<file path="src/rtl/coin_pkg.sv">
// Shared types and default constants for the 50-cent coin acceptor.
package coin_pkg;

  localparam int SYNC_STAGES_DEF  = 2;
  localparam int DEB_CYCLES_DEF   = 4;
  localparam int MIN_CYCLES_DEF   = 8;
  localparam int MAX_CYCLES_DEF   = 64;
  localparam int PULSE_CYCLES_DEF = 3;
  localparam int GAP_CYCLES_DEF   = 2;

  localparam logic [1:0] CREDIT_FULL = 2'd3;
  localparam logic [7:0] COIN_CNT_SAT = 8'd255;

  typedef enum logic [1:0] {
    M_IDLE = 2'd0,
    M_HIGH = 2'd1,
    M_LONG = 2'd2
  } meas_state_t;

  typedef enum logic [1:0] {
    O_IDLE  = 2'd0,
    O_PULSE = 2'd1,
    O_GAP   = 2'd2
  } out_state_t;

endpackage

</file>
<file path="src/rtl/coin_debounce.sv">
// Synchronizer chain followed by a run-length debouncer for the coin sensor.
module coin_debounce
  import coin_pkg::*;
#(
  parameter int SYNC_STAGES = SYNC_STAGES_DEF,
  parameter int DEB_CYCLES  = DEB_CYCLES_DEF
) (
  input  logic clk_i,
  input  logic ares_i,
  input  logic raw_i,
  output logic level_o
);

  localparam int CW = $clog2(DEB_CYCLES + 1);

  logic [SYNC_STAGES-1:0] sync_q;
  logic [CW-1:0]          run_q;
  logic                   sync_s;

  assign sync_s = sync_q[SYNC_STAGES-1];

  // The level only flips after DEB_CYCLES consecutive opposite samples.
  always_ff @(posedge clk_i or posedge ares_i) begin
    if (ares_i) begin
      sync_q  <= '0;
      run_q   <= '0;
      level_o <= 1'b0;
    end else begin
      sync_q[0] <= raw_i;
      for (int i = 1; i < SYNC_STAGES; i++) begin
        sync_q[i] <= sync_q[i-1];
      end
      if (sync_s == level_o) begin
        run_q <= '0;
      end else if (run_q == CW'(DEB_CYCLES - 1)) begin
        level_o <= sync_s;
        run_q   <= '0;
      end else begin
        run_q <= run_q + 1'b1;
      end
    end
  end

endmodule

</file>
<file path="src/rtl/coin_acceptor.sv">
// Coin acceptor: measures debounced coin width, banks credits and emits
// fixed-width ct50 pulses with a mandatory low gap between them.
module coin_acceptor
  import coin_pkg::*;
#(
  parameter int SYNC_STAGES  = SYNC_STAGES_DEF,
  parameter int DEB_CYCLES   = DEB_CYCLES_DEF,
  parameter int MIN_CYCLES   = MIN_CYCLES_DEF,
  parameter int MAX_CYCLES   = MAX_CYCLES_DEF,
  parameter int PULSE_CYCLES = PULSE_CYCLES_DEF,
  parameter int GAP_CYCLES   = GAP_CYCLES_DEF
) (
  input  logic       clk_i,
  input  logic       ares_i,
  input  logic       coin_raw_i,
  output logic       ct50_o,
  output logic       rej_o,
  output logic       busy_o,
  output logic [7:0] coin_cnt_o,
  output logic [1:0] meas_state_o,
  output logic [1:0] out_state_o
);

  localparam int WW   = $clog2(MAX_CYCLES + 2);
  localparam int TMAX = (PULSE_CYCLES > GAP_CYCLES) ? PULSE_CYCLES : GAP_CYCLES;
  localparam int TW   = $clog2(TMAX + 1);

  logic          level;
  meas_state_t   meas_q, meas_d;
  logic [WW-1:0] width_q, width_d;
  out_state_t    out_q, out_d;
  logic [TW-1:0] tcnt_q, tcnt_d;
  logic [1:0]    credit_q, credit_d;
  logic [7:0]    cnt_q, cnt_d;
  logic          accept, meas_rej, ovf_rej, dec;
  logic          ct50_q, rej_q;

  coin_debounce #(
    .SYNC_STAGES(SYNC_STAGES),
    .DEB_CYCLES (DEB_CYCLES)
  ) u_debounce (
    .clk_i  (clk_i),
    .ares_i (ares_i),
    .raw_i  (coin_raw_i),
    .level_o(level)
  );

  always_comb begin
    meas_d   = meas_q;
    width_d  = width_q;
    accept   = 1'b0;
    meas_rej = 1'b0;
    unique case (meas_q)
      M_IDLE: begin
        if (level) begin
          meas_d  = M_HIGH;
          width_d = WW'(1);
        end
      end
      M_HIGH: begin
        if (level) begin
          // One cycle past MAX is an overlong coin: reject now, not at release.
          if (width_q == WW'(MAX_CYCLES)) begin
            meas_rej = 1'b1;
            meas_d   = M_LONG;
          end else begin
            width_d = width_q + 1'b1;
          end
        end else begin
          if (width_q >= WW'(MIN_CYCLES)) accept = 1'b1;
          else                             meas_rej = 1'b1;
          meas_d = M_IDLE;
        end
      end
      M_LONG: begin
        if (!level) meas_d = M_IDLE;
      end
      default: meas_d = M_IDLE;
    endcase
  end

  always_comb begin
    out_d  = out_q;
    tcnt_d = tcnt_q;
    dec    = 1'b0;
    unique case (out_q)
      O_IDLE: begin
        if (credit_q != 2'd0) begin
          out_d  = O_PULSE;
          tcnt_d = '0;
          dec    = 1'b1;
        end
      end
      O_PULSE: begin
        if (tcnt_q == TW'(PULSE_CYCLES - 1)) begin
          out_d  = O_GAP;
          tcnt_d = '0;
        end else begin
          tcnt_d = tcnt_q + 1'b1;
        end
      end
      O_GAP: begin
        if (tcnt_q == TW'(GAP_CYCLES - 1)) begin
          out_d  = O_IDLE;
          tcnt_d = '0;
        end else begin
          tcnt_d = tcnt_q + 1'b1;
        end
      end
      default: out_d = O_IDLE;
    endcase
  end

  // A same-cycle decrement frees the slot, so a full bank can still take the coin.
  always_comb begin
    credit_d = credit_q;
    cnt_d    = cnt_q;
    ovf_rej  = 1'b0;
    if (accept) begin
      if ((credit_q == CREDIT_FULL) && !dec) begin
        ovf_rej = 1'b1;
      end else begin
        if (!dec) credit_d = credit_q + 2'd1;
        if (cnt_q != COIN_CNT_SAT) cnt_d = cnt_q + 8'd1;
      end
    end else if (dec) begin
      credit_d = credit_q - 2'd1;
    end
  end

  always_ff @(posedge clk_i or posedge ares_i) begin
    if (ares_i) begin
      meas_q   <= M_IDLE;
      width_q  <= '0;
      out_q    <= O_IDLE;
      tcnt_q   <= '0;
      credit_q <= 2'd0;
      cnt_q    <= 8'd0;
      ct50_q   <= 1'b0;
      rej_q    <= 1'b0;
    end else begin
      meas_q   <= meas_d;
      width_q  <= width_d;
      out_q    <= out_d;
      tcnt_q   <= tcnt_d;
      credit_q <= credit_d;
      cnt_q    <= cnt_d;
      ct50_q   <= (out_d == O_PULSE);
      rej_q    <= meas_rej | ovf_rej;
    end
  end

  assign ct50_o       = ct50_q;
  assign rej_o        = rej_q;
  assign busy_o       = (credit_q != 2'd0) || (out_q != O_IDLE);
  assign coin_cnt_o   = cnt_q;
  assign meas_state_o = meas_q;
  assign out_state_o  = out_q;

endmodule

</file>
<file path="config.mk">
export PLATFORM = sky130hd
export DESIGN_NAME = coin_acceptor
export DESIGN_NICKNAME = d
export VERILOG_FILES = /design/src/rtl/coin_pkg.sv /design/src/rtl/coin_debounce.sv /design/src/rtl/coin_acceptor.sv
export SDC_FILE = /design/constraint.sdc
export NUM_CORES = 1
export LEC_CHECK = 0
export ABC_AREA = 1
export CAP_MARGIN = 10
export CORE_MARGIN = 8
export CORE_UTILIZATION = 45
export DETAILED_ROUTE_END_ITERATION = 8
export PLACE_DENSITY = 0.66
export SLEW_MARGIN = 5
export SYNTH_ARGS = -nofsm -noshare
export SYNTH_HDL_FRONTEND = slang
export SYNTH_SLANG_ARGS = --single-unit
</file>
<file path="constraint.sdc">
create_clock -name clk_i -period 1.6 [get_ports clk_i]
set_input_delay 0.48 -clock clk_i [delete_from_list [all_inputs] [get_ports clk_i]]
set_output_delay 0.48 -clock clk_i [all_outputs]
set_load 0.01 [all_outputs]
</file>
# Word-level counts from Yosys, hierarchy flattened
# Cells that the tools add are included.
[classes] addsub=6 mul=0 n_div=0 n_lt_le_gt_ge=1 n_eq_ne=20 shift=0 mux=34 bitwise=3 n_reduce_logical=16
[op_table] cell="$mux W2" n=14
[op_table] cell="$mux W7" n=3
[op_table] cell="$pmux W2 S3" n=3
[op_table] cell="$pmux W7 S2" n=1
[op_table] cell="$mux W1" n=11
[op_table] cell="$ne A2 B2 Y1 const B" n=5
[op_table] cell="$reduce_and A3 Y1" n=3
[op_table] cell="$add A8 B1 Y8 const B" n=1
[op_table] cell="$eq A2 B1 Y1 const B" n=4
[op_table] cell="$eq A2 B2 Y1 const B" n=4
[op_table] cell="$ne A8 B8 Y1 const B" n=1
[op_table] cell="$reduce_bool A2 Y1" n=4
[op_table] cell="$add A7 B1 Y7 const B" n=1
[op_table] cell="$eq A7 B7 Y1 const B" n=1
[op_table] cell="$ge A7 B4 Y1 const B" n=1
[op_table] cell="$mux W3" n=2
[op_table] cell="$add A2 B1 Y2 const B" n=2
[op_table] cell="$logic_not A2 Y1" n=2
[op_table] cell="$ne A2 B1 Y1 const B" n=2
[op_table] cell="$reduce_and A2 Y1" n=2
[op_table] cell="$reduce_and A4 Y1" n=1
[op_table] cell="$add A3 B1 Y3 const B" n=1
[op_table] cell="$eq A3 B2 Y1 const B" n=1
[op_table] cell="$ne A3 B3 Y1 const B" n=1
[op_table] cell="8 further kinds" n=9
[word_totals] ff_bits=31 latch_bits=0 ram_bits=0 romBits=0 wordCells=91 mem_count=0

# Depth between registers and ports, before layout
[depth] word_depth=8 depth_mapped=10

# Cells and area by module
# A second synthesis with hierarchy kept.
[hier_totals] cells_unflattened=231 hier_area_um2=1811.7
[by_module_without_submodules] module="coin_acceptor" n_inst=1 cells_each=205 area_per_inst_um2=1569.0 seq_area_each_um2=625.6
[by_module_without_submodules] module="coin_debounce" n_inst=1 cells_each=26 area_per_inst_um2=242.7 seq_area_each_um2=150.1

# Worst setup path after synthesis
# Ideal clock, no wire load.
[synth_timing] path_type="register -> output" start="register out_q[0], in the netlist out_state_o[0]" end="output port busy_o" arrival_time_ns=0.979 path_slack_ns=0.141 path_stages_with_launch=6 path_buffers=0 cell_sequence="dfrtp_1 > inv_1 > ha_1 > inv_1 > nor2_1 > inv_1"
[synth_via] elab_chain_cells=2
[synth_lines] item="from (decl)" line_no="coin_acceptor.sv:31" source="out_state_t out_q, out_d;"
[synth_lines] item="from (signal assigned)" line_no="coin_acceptor.sv:144" source="out_q <= out_d;"
[synth_lines] item="$reduce_bool A2 Y1" line_no="coin_acceptor.sv:155" source="assign busy_o = (credit_q != 2'd0) || (out_q != O_IDLE);"
[synth_lines] item="$logic_or A1 B1 Y1" line_no="coin_acceptor.sv:155"
[synth_lines] item="to (decl)" line_no="coin_acceptor.sv:18" source="output logic busy_o,"
# No other way between the ends.

# Final worst setup path
# Ends and elaborated chain as after synthesis.

==> impl_metrics.csv <==
group,metric,value,unit
run_status,outcome,"finished, violations left",
run_status,violations,"negative setup slack",
yosys,synth_warnings,0,
place,dpl_worst_slack,-0.167,ns
setup_path,worstSetupStartpointType,"flop",
route,wl_per_cell,10.7,µm
setup_path,reg2regPathDepth,10,
yosys,synthCells,209,
die,start_util,47.3,%
yosys,synth_area,0.00175,mm²
grt,grt_max_degree,32,
place,hpwl,2.41,mm
setup_path,cp_common_cell,"inv_2",
die,io-pin-count,18,
route,first_pass_iters,4,
worst_hold_path,hold_depth,0,
clock_tree,cts_tree,"done",
route,route.met2.wl,1.50,mm
sta,final-setup-viol-count,1,
sta,slew_headroom,81.7,%
setup_path,startpoint,"out_state_o[0]$_DFF_PP0_",
cells_and_area,nets,263,
yosys,synth_compound_area_share,7.24,%
setup_path,slowest_stage,"dfrtp_1",
cells_and_area,n_fill_cell,355,
clock_tree,cts_buffers,5,
yosys,synth_top_family_by_area,"simple AND/OR/NAND/NOR gates",
clock_tree,ctsRootBufferMaster,"clkbuf_8",
sta,period_share,103,%
sta,finalHoldViolations,0,
yosys,ys_seq_area_share,44.4,%
setup_path,reg2reg_from,"out_state_o[0]$_DFF_PP0_",
yosys,ys_types,27,
cells_and_area,regArea,776,µm²
yosys,avgSynthCellArea,8.35,µm²
place,place_inst,291,
sta,min_period,1.65,ns
worst_hold_path,whs_endpoint,"u_debounce.sync_q[1]$_DFF_PP0_",
setup_path,r2r_slack,0.11,ns
clock_tree,clk_path_buf_depth,2,
setup_path,worstPathMaxFanout,2,
setup_path,slowest_delay,0.38,ns
die,die_h,78.3,µm
route,ant_nets,0,
setup_path,reg2reg_to,"coin_cnt_o[2]$_DFFE_PP0P_",
route,wl_met1,1.54,mm
sta,fin_skew,0.00462,ns
yosys,synth-edff-count,0,
yosys,yosys.area_share.xor_xnor,4.01,%
route,dr.first_iter.drc_count,62,
place,portBuffers,17,
flow_run,drv_cap,0,
die,fp.dieW,78.3,µm
route,wl_met3,118,µm
setup_path,arrival,1.17,ns
yosys,synth_nets,220,
place,routabilityCongestion,0.788,
cells_and_area,multi_input_area,863,µm²
sta,slew_violations,0,
route,dr_total_vias,1426,
clock_tree,clkTransAtPathRegs,0.06,ns
die,floorplan.die_area,0.00613,mm²
yosys,synth-main-ff-cell,"dfrtp_1",
power_and_ir_drop,leakage,1.18,nW
clock_tree,clock_latency,0.27,ns
yosys,synth-simple-area-share,31.1,%
grt,grt_pass1_vias,1324,
yosys,yosys-mux-area-fraction,0,%
route,vias_per_cell,4.75,
grt,grt_antenna_before_repair,0,
die,core_area,0.00369,mm²
yosys,synthArstFlopShare,100,%
yosys,synth_fa_ha_area_share,5.73,%
power_and_ir_drop,powerDensity,1380,mW/mm²
grt,grt_pass1_wl,5.69,mm
grt,grt_usage,11.2,%
cells_and_area,drive_above_1_share,19.8,%
worst_hold_path,min-delay-path-class,"reg -> reg",
cells_and_area,num_antenna_cells,0,
setup_path,critPathKind,"reg -> out",
cells_and_area,utilization,60.2,%
route,drc,0,
sta,setup_slack,-0.0524,ns
clock_tree,htreeDepth,2,
setup_path,crit_chain,"inv_2 -> ha_4 -> inv_2 -> nor2_4 -> inv_1 -> buf_2",
sta,tightest_slew,0.273,ns
worst_hold_path,min_from,"u_debounce.sync_q[0]$_DFF_PP0_",
yosys,ys_ff_latch,31,
cells_and_area,syn_to_final_growth,27.2,%
power_and_ir_drop,ir_drop,0.855,mV
setup_path,crit_required,1.12,ns
clock_tree,cts.sinks,31,
die,num_rows,22,
grt,overflow,0,
cells_and_area,finalNonFillerCells,300,
route,finalWirelength,3.20,mm
setup_path,critPathCaptureType,"primary output",
sta,max_freq,605,MHz
sta,rsz0062_at_grt,"yes",
route,highest_layer,"met4",
sta,fin_setup_tns,-0.0524,ns
[cell usage after synthesis, types with 2 or more instances]
master     n  area [µm²]
nand2_1   52         195
nand3_4    2        35.0
nand4_1    7        43.8
nor2_2     3        18.8
inv_1     32         120
nor2_1    12        45.0
nand2_4    3        33.8
xnor2_1    6        52.6
ha_1       8         100
o21ai_2    2        17.5
dfrtp_1   31         776
xor2_1     2        17.5
a21oi_1    6        30.0
nand3b_1   2        15.0
nor2_4     2        22.5
o21ai_0   12        60.1
nand3_1   17        85.1
[state kept, by name, summed over array words and instances (netlist names)]
register / flops
u_debounce.run_q: 3
meas_state_o: 2
credit_q: 2
tcnt_q: 2
rej_o: 1
width_q: 7
coin_cnt_o: 8
u_debounce.sync_q: 2
u_debounce.level_o: 1
ct50_o: 1
out_state_o: 2
[routing by layer]
| metal | track usage [%] | up-vias |
|---|---|---|
| li1 | - | 751 |
| met1 | 14.0 | 647 |
| met2 | 18.1 | 23 |
| met3 | 3.19 | 5 |
| met4 | 3.33 | 0 |
| met5 | 0 | - |
[critical path: cells and delay by family (launching register included)]
family	cells	cell delay [ns]
buf+inv	4	0.30
simple gates	1	0.10
fa+ha+maj	1	0.13
flops	1	0.38
[how the worst max path moves through the flow]
stage	endpoint	slack (ns)	depth (start not counted)
2_1_floorplan	busy_o	0.14	5
3_3_place_gp	busy_o	-0.15	6
3_5_place_dp	busy_o	-0.17	6
4_1_cts	busy_o	-0.07	6
5_1_grt	busy_o	-0.1	6
6_report	busy_o	-0.05	6
[area by class of cell]
class / instances / share of cell area (%)
multi-input combinational: 144 / 38.9
sequential: 31 / 34.9
timing repair buffer: 36 / 13.7
inverter: 34 / 5.86
clock buffer: 6 / 3.72
tap: 48 / 2.70
clock inverter: 1 / 0.225
[timing repair]
action                                  CTS  global route
buffers inserted                          0             2
endpoints found under the setup margin   15             8
resized for setup                        19             8
hold buffers                              0             0
pin swaps                                 1             1
[cell usage in the layout, fill, tap and decap left out, types with 2 or more instances in the layout]
cell type / instances
inv_1: 29
clkdlybuf4s50_1: 2
dfrtp_1: 31
buf_4: 18
xor2_1: 2
nand3_1: 17
o21ai_2: 2
o21ai_0: 12
nand3_4: 2
nand3b_1: 2
a21oi_1: 5
nor2_1: 11
nand4_1: 7
inv_2: 4
nand2_4: 3
nand2_1: 52
ha_1: 7
xnor2_1: 6
dlygate4sd2_1: 13
nor2_4: 3
clkbuf_8: 6
nor2_2: 3
[power breakdown]
group	switching [mW]	internal (mW)	leakage, nW
Combinational	0.798	0.575	0.723
Clock	0.266	0.337	0.0470
Sequential	0.133	0.964	0.407
[stage by stage]
stage	hold slack [ns]	area [µm²]	power [mW]
final	0.356	2220	3.07
after global routing	0.367	2220	3.35
after CTS	0.360	2180	3.03
after detailed placement	0.342	2120	2.47
after global placement	0.336	2120	2.46
after floorplan	0.331	1750	1.96
[cell families (layout without fill, tap and decap cells)]
group | count (synthesis) | in the layout
AND/OR/NAND/NOR | 105 | 105
buffers and inverters | 34 | 77
flip-flops | 31 | 31
AO/OA/AOI/OAI | 23 | 23
adder cells (fa/ha/maj) | 8 | 8
XOR/XNOR | 8 | 8
(Power assumes the default switching activity.)
